--- config.mk ---
export PLATFORM = sky130hd
export DESIGN_NAME = gain_array
export DESIGN_NICKNAME = d
export VERILOG_FILES = /design/src/rtl/gain_array_pkg.sv /design/src/rtl/sat_round.sv /design/src/rtl/gain_array.sv
export SDC_FILE = /design/constraint.sdc
export NUM_CORES = 1
export LEC_CHECK = 0
export ABC_CLOCK_PERIOD_IN_PS = 6750
export CAP_MARGIN = 20
export CORE_MARGIN = 4
export CORE_UTILIZATION = 35
export CTS_BUF_LIST = sky130_fd_sc_hd__clkbuf_2 sky130_fd_sc_hd__clkbuf_4 sky130_fd_sc_hd__clkbuf_8
export CTS_CLUSTER_DIAMETER = 150
export DETAILED_ROUTE_END_ITERATION = 12
export GPL_ROUTABILITY_DRIVEN = 1
export HOLD_SLACK_MARGIN = 0.02
export MAX_ROUTING_LAYER = met4
export PLACE_DENSITY_LB_ADDON = 0.15
export SETUP_SLACK_MARGIN = 0.05
export SLEW_MARGIN = 10
export SYNTH_ARGS = -nofsm -noshare
export SYNTH_HDL_FRONTEND = slang
export SYNTH_HIERARCHICAL = 1
export SYNTH_SLANG_ARGS = --single-unit
--- constraint.sdc ---
create_clock -name clk -period 6.75 [get_ports clk]
set_clock_uncertainty 0.05 [all_clocks]
set_input_delay 1.35 -clock clk [delete_from_list [all_inputs] [get_ports clk]]
set_output_delay 1.35 -clock clk [all_outputs]
set_load 0.05 [all_outputs]
--- src/rtl/gain_array_pkg.sv ---
// Shared types for the gain array: channel mode encodings and the stage payload.
// No logic of its own; widths are upper bounds and users take the low slices.
// Not applicable (type-only package).
package gain_array_pkg;

   typedef enum logic [1:0] {
      MODE_BYPASS   = 2'b00,
      MODE_GAIN     = 2'b01,
      MODE_MUTE     = 2'b10,
      MODE_MUTE_ALT = 2'b11
   } mode_e;

   // Upper bounds for the payload fields; the top slices to its own DW / channel width.
   localparam int MAX_DW = 64;
   localparam int MAX_CW = 5;

   typedef struct packed {
      logic signed [MAX_DW-1:0] data;
      logic [MAX_CW-1:0]        ch;
      logic                     sat;
   } stage_t;

endpackage

--- src/rtl/sat_round.sv ---
// Round-half-up by FRAC bits and saturate a signed product down to DW bits.
// Purely combinational, zero latency.
// No flow control; the caller registers the result.
module sat_round #(
   parameter int IW   = 24,
   parameter int DW   = 16,
   parameter int FRAC = 4
) (
   input  logic signed [IW-1:0] din,
   output logic signed [DW-1:0] dout,
   output logic                 sat
);

   // One extra bit so adding the rounding constant can never wrap.
   logic signed [IW:0]       biased;
   logic signed [IW:0]       shifted;
   logic        [IW-DW+1:0]  top_bits;

   assign biased   = {din[IW-1], din} + (IW+1)'(1 << (FRAC-1));
   assign shifted  = biased >>> FRAC;
   // Result fits in DW bits only if every bit from DW-1 upward is a sign copy.
   assign top_bits = shifted[IW:DW-1];
   assign sat      = !((&top_bits) || !(|top_bits));

   // Clamp toward the rail matching the sign of the true result.
   always_comb begin
      dout = shifted[DW-1:0];
      if (sat) begin
         dout = shifted[IW] ? {1'b1, {(DW-1){1'b0}}} : {1'b0, {(DW-1){1'b1}}};
      end
   end

endmodule

--- src/rtl/gain_array.sv ---
// Per-channel gain/bypass/mute on a time-multiplexed sample stream with sticky saturation flags.
// Latency 2 cycles (stage 1 multiply, stage 2 round/saturate) when not stalled.
// Whole pipeline advances only when the output slot is free or drained; in_ready equals that advance.
module gain_array
   import gain_array_pkg::*;
#(
   parameter int CHANNELS = 4,
   parameter int DW       = 16,
   parameter int GW       = 8,
   parameter int FRAC     = 4,
   localparam int CW      = (CHANNELS > 1) ? $clog2(CHANNELS) : 1
) (
   input  logic                 clk,
   input  logic                 rst_n,
   input  logic                 in_valid,
   output logic                 in_ready,
   input  logic signed [DW-1:0] in_data,
   input  logic [CW-1:0]        in_ch,
   output logic                 out_valid,
   input  logic                 out_ready,
   output logic signed [DW-1:0] out_data,
   output logic [CW-1:0]        out_ch,
   output logic                 out_sat,
   input  logic                 cfg_we,
   input  logic [CW-1:0]        cfg_ch,
   input  logic [GW-1:0]        cfg_gain,
   input  logic [1:0]           cfg_mode,
   input  logic                 sat_clr,
   output logic [CHANNELS-1:0]  sat_status
);

   localparam int PW = DW + GW;

   logic signed [GW-1:0] gain_q [CHANNELS];
   mode_e                mode_q [CHANNELS];

   logic                 adv;
   logic                 in_ch_ok;
   mode_e                in_mode;
   logic signed [GW-1:0] in_gain;
   logic signed [PW-1:0] prod;

   logic                 s1_vld;
   logic signed [PW-1:0] s1_prod;
   mode_e                s1_mode;
   logic signed [DW-1:0] s1_data;
   logic [CW-1:0]        s1_ch;

   logic signed [DW-1:0] rnd_data;
   logic                 rnd_sat;
   stage_t               s2_d;
   stage_t               s2_q;
   logic                 s2_vld;

   logic [CHANNELS-1:0]  sat_set;
   logic                 unused_hi;

   assign adv      = !s2_vld || out_ready;
   assign in_ready = adv;

   // Configuration registers; out-of-range channel writes are dropped.
   always_ff @(posedge clk or negedge rst_n) begin
      if (!rst_n) begin
         for (int c = 0; c < CHANNELS; c++) begin
            gain_q[c] <= GW'(1 << FRAC);
            mode_q[c] <= MODE_BYPASS;
         end
      end else if (cfg_we && (32'(cfg_ch) < CHANNELS)) begin
         gain_q[cfg_ch] <= cfg_gain;
         mode_q[cfg_ch] <= mode_e'(cfg_mode);
      end
   end

   // Look up the sample's channel settings; an unknown channel behaves as mute.
   assign in_ch_ok = 32'(in_ch) < CHANNELS;
   always_comb begin
      in_mode = MODE_MUTE;
      in_gain = '0;
      if (in_ch_ok) begin
         in_mode = mode_q[in_ch];
         in_gain = gain_q[in_ch];
      end
   end

   assign prod = PW'(in_data) * PW'(in_gain);

   // Stage 1: capture the product and the mode seen at transfer time.
   always_ff @(posedge clk or negedge rst_n) begin
      if (!rst_n) begin
         s1_vld  <= 1'b0;
         s1_prod <= '0;
         s1_mode <= MODE_BYPASS;
         s1_data <= '0;
         s1_ch   <= '0;
      end else if (adv) begin
         s1_vld  <= in_valid;
         s1_prod <= prod;
         s1_mode <= in_mode;
         s1_data <= in_data;
         s1_ch   <= in_ch;
      end
   end

   sat_round #(
      .IW   (PW),
      .DW   (DW),
      .FRAC (FRAC)
   ) u_sat_round (
      .din  (s1_prod),
      .dout (rnd_data),
      .sat  (rnd_sat)
   );

   // Select the stage-2 result by mode; only gain mode can saturate.
   always_comb begin
      s2_d      = '0;
      s2_d.ch   = MAX_CW'(s1_ch);
      case (s1_mode)
         MODE_BYPASS: s2_d.data = MAX_DW'(s1_data);
         MODE_GAIN: begin
            s2_d.data = MAX_DW'(rnd_data);
            s2_d.sat  = rnd_sat;
         end
         default:     s2_d.data = '0;
      endcase
   end

   // Stage 2 / output register; holds while the consumer stalls.
   always_ff @(posedge clk or negedge rst_n) begin
      if (!rst_n) begin
         s2_vld <= 1'b0;
         s2_q   <= '0;
      end else if (adv) begin
         s2_vld <= s1_vld;
         s2_q   <= s2_d;
      end
   end

   assign out_valid = s2_vld;
   assign out_data  = s2_q.data[DW-1:0];
   assign out_ch    = s2_q.ch[CW-1:0];
   assign out_sat   = s2_q.sat;
   assign unused_hi = ^{s2_q.data[MAX_DW-1:DW], s2_q.ch[MAX_CW-1:CW]};

   // Flag the channel of a saturated sample as it is handed to the consumer.
   always_comb begin
      sat_set = '0;
      if (s2_vld && out_ready && s2_q.sat) begin
         sat_set[out_ch] = 1'b1;
      end
   end

   // Sticky flags; a new saturation beats a simultaneous clear.
   always_ff @(posedge clk or negedge rst_n) begin
      if (!rst_n) begin
         sat_status <= '0;
      end else begin
         sat_status <= (sat_clr ? '0 : sat_status) | sat_set;
      end
   end

endmodule
After elaboration in Yosys (flattened, before gate mapping)
Cells that the tools add are included.
Storage, ports and cells
  register bits: 109
  input bits: 36
  output and inout bits: 25
  logic and storage cells: 61
Cells by class
  add/sub/neg operators: 1
  multipliers: 1
  magnitude comparators: 5
  eq/ne operators: 1
  muxes and demuxes: 20
  bitwise gates (word level): 3
  reductions and logical operators: 12
Operator list (number)
  32-bit bitwise mux: 1
  16-bit two-way mux: 2
  16-bit one-hot mux with 2 select lines: 1
  24-bit by 5-bit adder with 25-bit output, second input constant: 1
  16-bit by 8-bit multiplier with 24-bit output: 1
  8-bit two-way mux: 3
  8-bit binary-select mux with 2-bit select: 1
  8-bit demux with 2-bit select: 1
  8-bit bitwise mux: 1
  4-bit two-way mux: 2
  3-bit >= comparator, second input constant: 2
  2-bit two-way mux: 3
  2-bit inverter with 3-bit output: 2
  6-bit AND reduction: 1
  6-bit OR reduction: 1
  2-bit binary-select mux with 2-bit select: 1
  2-bit demux with 2-bit select: 1
  1-bit logical AND: 4
  4-bit bitwise OR: 1
  1-bit zero test: 3
  2-bit by 3-bit < comparator with 1-bit output, second input constant: 1
  3-bit by 1-bit < comparator with 1-bit output, second input constant: 1
  1-bit demux with 2-bit select: 1
  2-bit by 1-bit equality test with 1-bit output, second input constant: 1
  other kinds (4): 6

Depth between registers and ports, before layout
  word-level depth: 6
  depth in mapped cells: 20

Hierarchy
The synthesis kept the hierarchy.
By module, submodules not included
  gain_array: instances 1, cells an instance 904, area an instance 9032.4 um2, seq. area each 2732.6 um2
  sat_round: instances 1, cells an instance 85, area an instance 590.6 um2, seq. area each 0.0 um2

Worst setup path before layout
Ideal clock, no wire load.
  path type: input -> register
  start: input port in_ch[0]
  end: register s1_prod[21]
  arrival time: 6.335 ns
  data required time: 6.631 ns
  slack: 0.295 ns
  stages on the path: 19
  path through: buf_2 > mux2_2 > o21ai_1 > buf_2 > nor2_1 > fa_1 > fa_1 > fa_1 > inv_1 > fa_1 > inv_1 > ha_1 > o211ai_1 > o211ai_2 > a22oi_2 > o311ai_4 > a21oi_2 > or4b_1 > nand3_1
Between the ends
  cells in the longest elaborated chain, start to end: 5
Ends and longest elaborated chain
  start, declared: line gain_array.sv:18  | input logic [CW-1:0] in_ch,
  2-bit inverter with 3-bit output (implied by the code): line gain_array.sv:81  | in_gain = gain_q[in_ch];
  8-bit binary-select mux with 2-bit select: line gain_array.sv:81
  8-bit two-way mux (implied by the code) (2 in series): line gain_array.sv:81
  16-bit by 8-bit multiplier with 24-bit output: line gain_array.sv:85  | assign prod = PW'(in_data) * PW'(in_gain);
  end signal, assigned: line gain_array.sv:97  | s1_prod <= prod;
  end, declared: line gain_array.sv:44  | logic signed [PW-1:0] s1_prod;
Every way passes these cells. The select of a mux whose other input is x is not followed.
A chain may end at the register's enable or synchronous reset.

Worst setup path in the final report
Same ends and word-level chain as after synthesis.

==> impl_metrics.yaml <==
timing:
  rsz0062_at_grt: "yes"
  hold_violations: 0
  relSlewSlack_pct: 38.0
  tightest_slew_ns: 0.930
  min_period_ns: 6.48
  setup_ws_ns: 0.268
  setup_viol: 0
  whs_ns: 0.407
  drv_slew: 0
  fmax_mhz: 154
  period_share_pct: 96.0
finish:
  finish.instance_area_mm2: 0.0112
  area_growth_syn_to_layout_pct: 18.1
  drive_gt1_share_pct: 15.0
  num_antenna_cells: 0
  final_common_cell: "inv_1"
  final_cell_mix: "148 x inv_1, 139 x nand2_1, 103 x fa_1"
  fill_cells: 2677
  fin_cells: 1437
  fin_nets: 1276
route:
  wl_met1_um: 11800
  viasPerCell: 4.77
  ant_nets: 0
  drc: 0
  met2_length_um: 10300
  drt_iter0_markers: 424
  dr.pass1.iters: 5
  num_vias: 6851
  routed_wl_um: 22700
  top_layer_used: "met4"
  avgRoutedWirePerCell_um: 15.8
  route.met3.wl_um: 504
logic_synthesis:
  synth_area_mm2: 0.00951
  syn_avg_cell_area_um2: 9.74
  synth_warnings: 6
  postSynthCellCount: 977
  syn_nets: 1162
critical_path:
  crit_type: "input port to flip-flop"
  arrival_ns: 6.77
  worstPathMaxFanout: 12
  end_kind: "flip-flop"
  setup.worst_path.start_class: "input port"
  crit_required_ns: 7.04
placed_design:
  hpwl_um: 17200
  dpl_cell_area_mm2: 0.0110
  gp_congestion: 0.811
  port_buffers: 60
  dp.cells: 1419
  place_ws_ns: -0.147
floorplan:
  die_w_um: 173
  coreArea_mm2: 0.0269
  design.die.area_mm2: 0.0299
  rows: 60
  top_level_ports: 61
  start_util_pct: 35.4
  die_y_um: 173
global_routing:
  grt_pass1_vias: 7284
  grt_start_max_net_pins: 70
  antenna_found_initial: 1
  grt.total_usage_pct: 16.1
  grt_overflow_total: 0
  grt_first_pass_wirelength_um: 38400
cts:
  root_buffer: "clkbuf_8"
  htree_levels: 3
  cts_tree: "built"
  clock-sinks: 106
  numCtsBuffers: 9
  worstSkewPairLatency_ns: 0.40
  cts_hold_buf: 0
  cts_buffer_depth: 2
  clk_pin_slew_ns: 0.11
status:
  status: "complete, no violations"
min_path:
  hold_class: "flip-flop to flip-flop"
run:
  cap_viol_max_count: 0
-- path summary, 6_finish.rpt --
| kind | end | slack, ns | cells past startpoint | from |
|---|---|---|---|---|
| min in group asynchronous | gain_q[13] | 0.86 | 1 | rst_n |
| worst min register to register | out_valid | 0.41 | 1 | s1_vld |
| max in group asynchronous | s1_prod[21] | 4.50 | 2 | rst_n |
| worst min-delay path | out_valid | 0.41 | 1 | s1_vld |
| worst max-delay path | s1_prod[21] | 0.27 | 18 | in_ch[0] |
| worst max register to register | s1_prod[21] | 1.54 | 16 | gain_q[11] |
-- what timing repair did --
item                       in CTS  in global routing
setup buffers                   0                  0
resized for setup               0                  1
setup endpoints to repair       0                  7
-- state kept, by name (all words and copies together), names as in the netlist --
name and cells:
gain_q 32, mode_q 8, out_ch 2, out_data 16
out_sat 1, out_valid 1, s1_ch 2, s1_data 16
s1_mode 2, s1_prod 21, s1_vld 1, sat_status 4
-- final cells by class --
| class | instances | area (um^2) | area share, % |
|---|---|---|---|
| Clock buffer | 11 | 145 | 1.29 |
| Clock inverter | 5 | 45.0 | 0.401 |
| Inverter | 149 | 559 | 4.98 |
| Multi-Input combinational cell | 691 | 6220 | 55.4 |
| Sequential cell | 106 | 2660 | 23.7 |
| Tap cell | 341 | 427 | 3.80 |
| Timing Repair Buffer | 134 | 1180 | 10.5 |
-- worst max-delay path, cell delays in order --
cell,delay (ns)
clkdlybuf4s50_1,0.50
buf_12,0.16
mux4_2,0.64
and2_1,0.24
fa_1,0.56
fa_1,0.44
fa_1,0.55
inv_1,0.05
fa_1,0.53
inv_1,0.04
ha_1,0.31
o211ai_1,0.14
o211ai_2,0.20
a22oi_2,0.14
o311ai_4,0.24
a21oi_2,0.11
or4b_1,0.47
nand3_1,0.08
-- through the flow --
step           util [%]  TNS (ns)
5_1_grt            41.8   -0.0150
3_5_place_dp       40.9    -0.942
4_1_cts            41.6         0
2_1_floorplan         -         0
3_3_place_gp       40.9    -0.497
6_report           41.8         0
-- layer usage --
metal | up-vias | global-route usage (%)
met2 | 80 | 24.8
met4 | 0 | 2.59
met3 | 11 | 1.73
met5 | - | -
met1 | 3384 | 23.7
li1 | 3376 | -
Power is left out: the tool's default activity adds up to more than one toggle a clock period on the data nets, which glitch-free logic cannot reach.
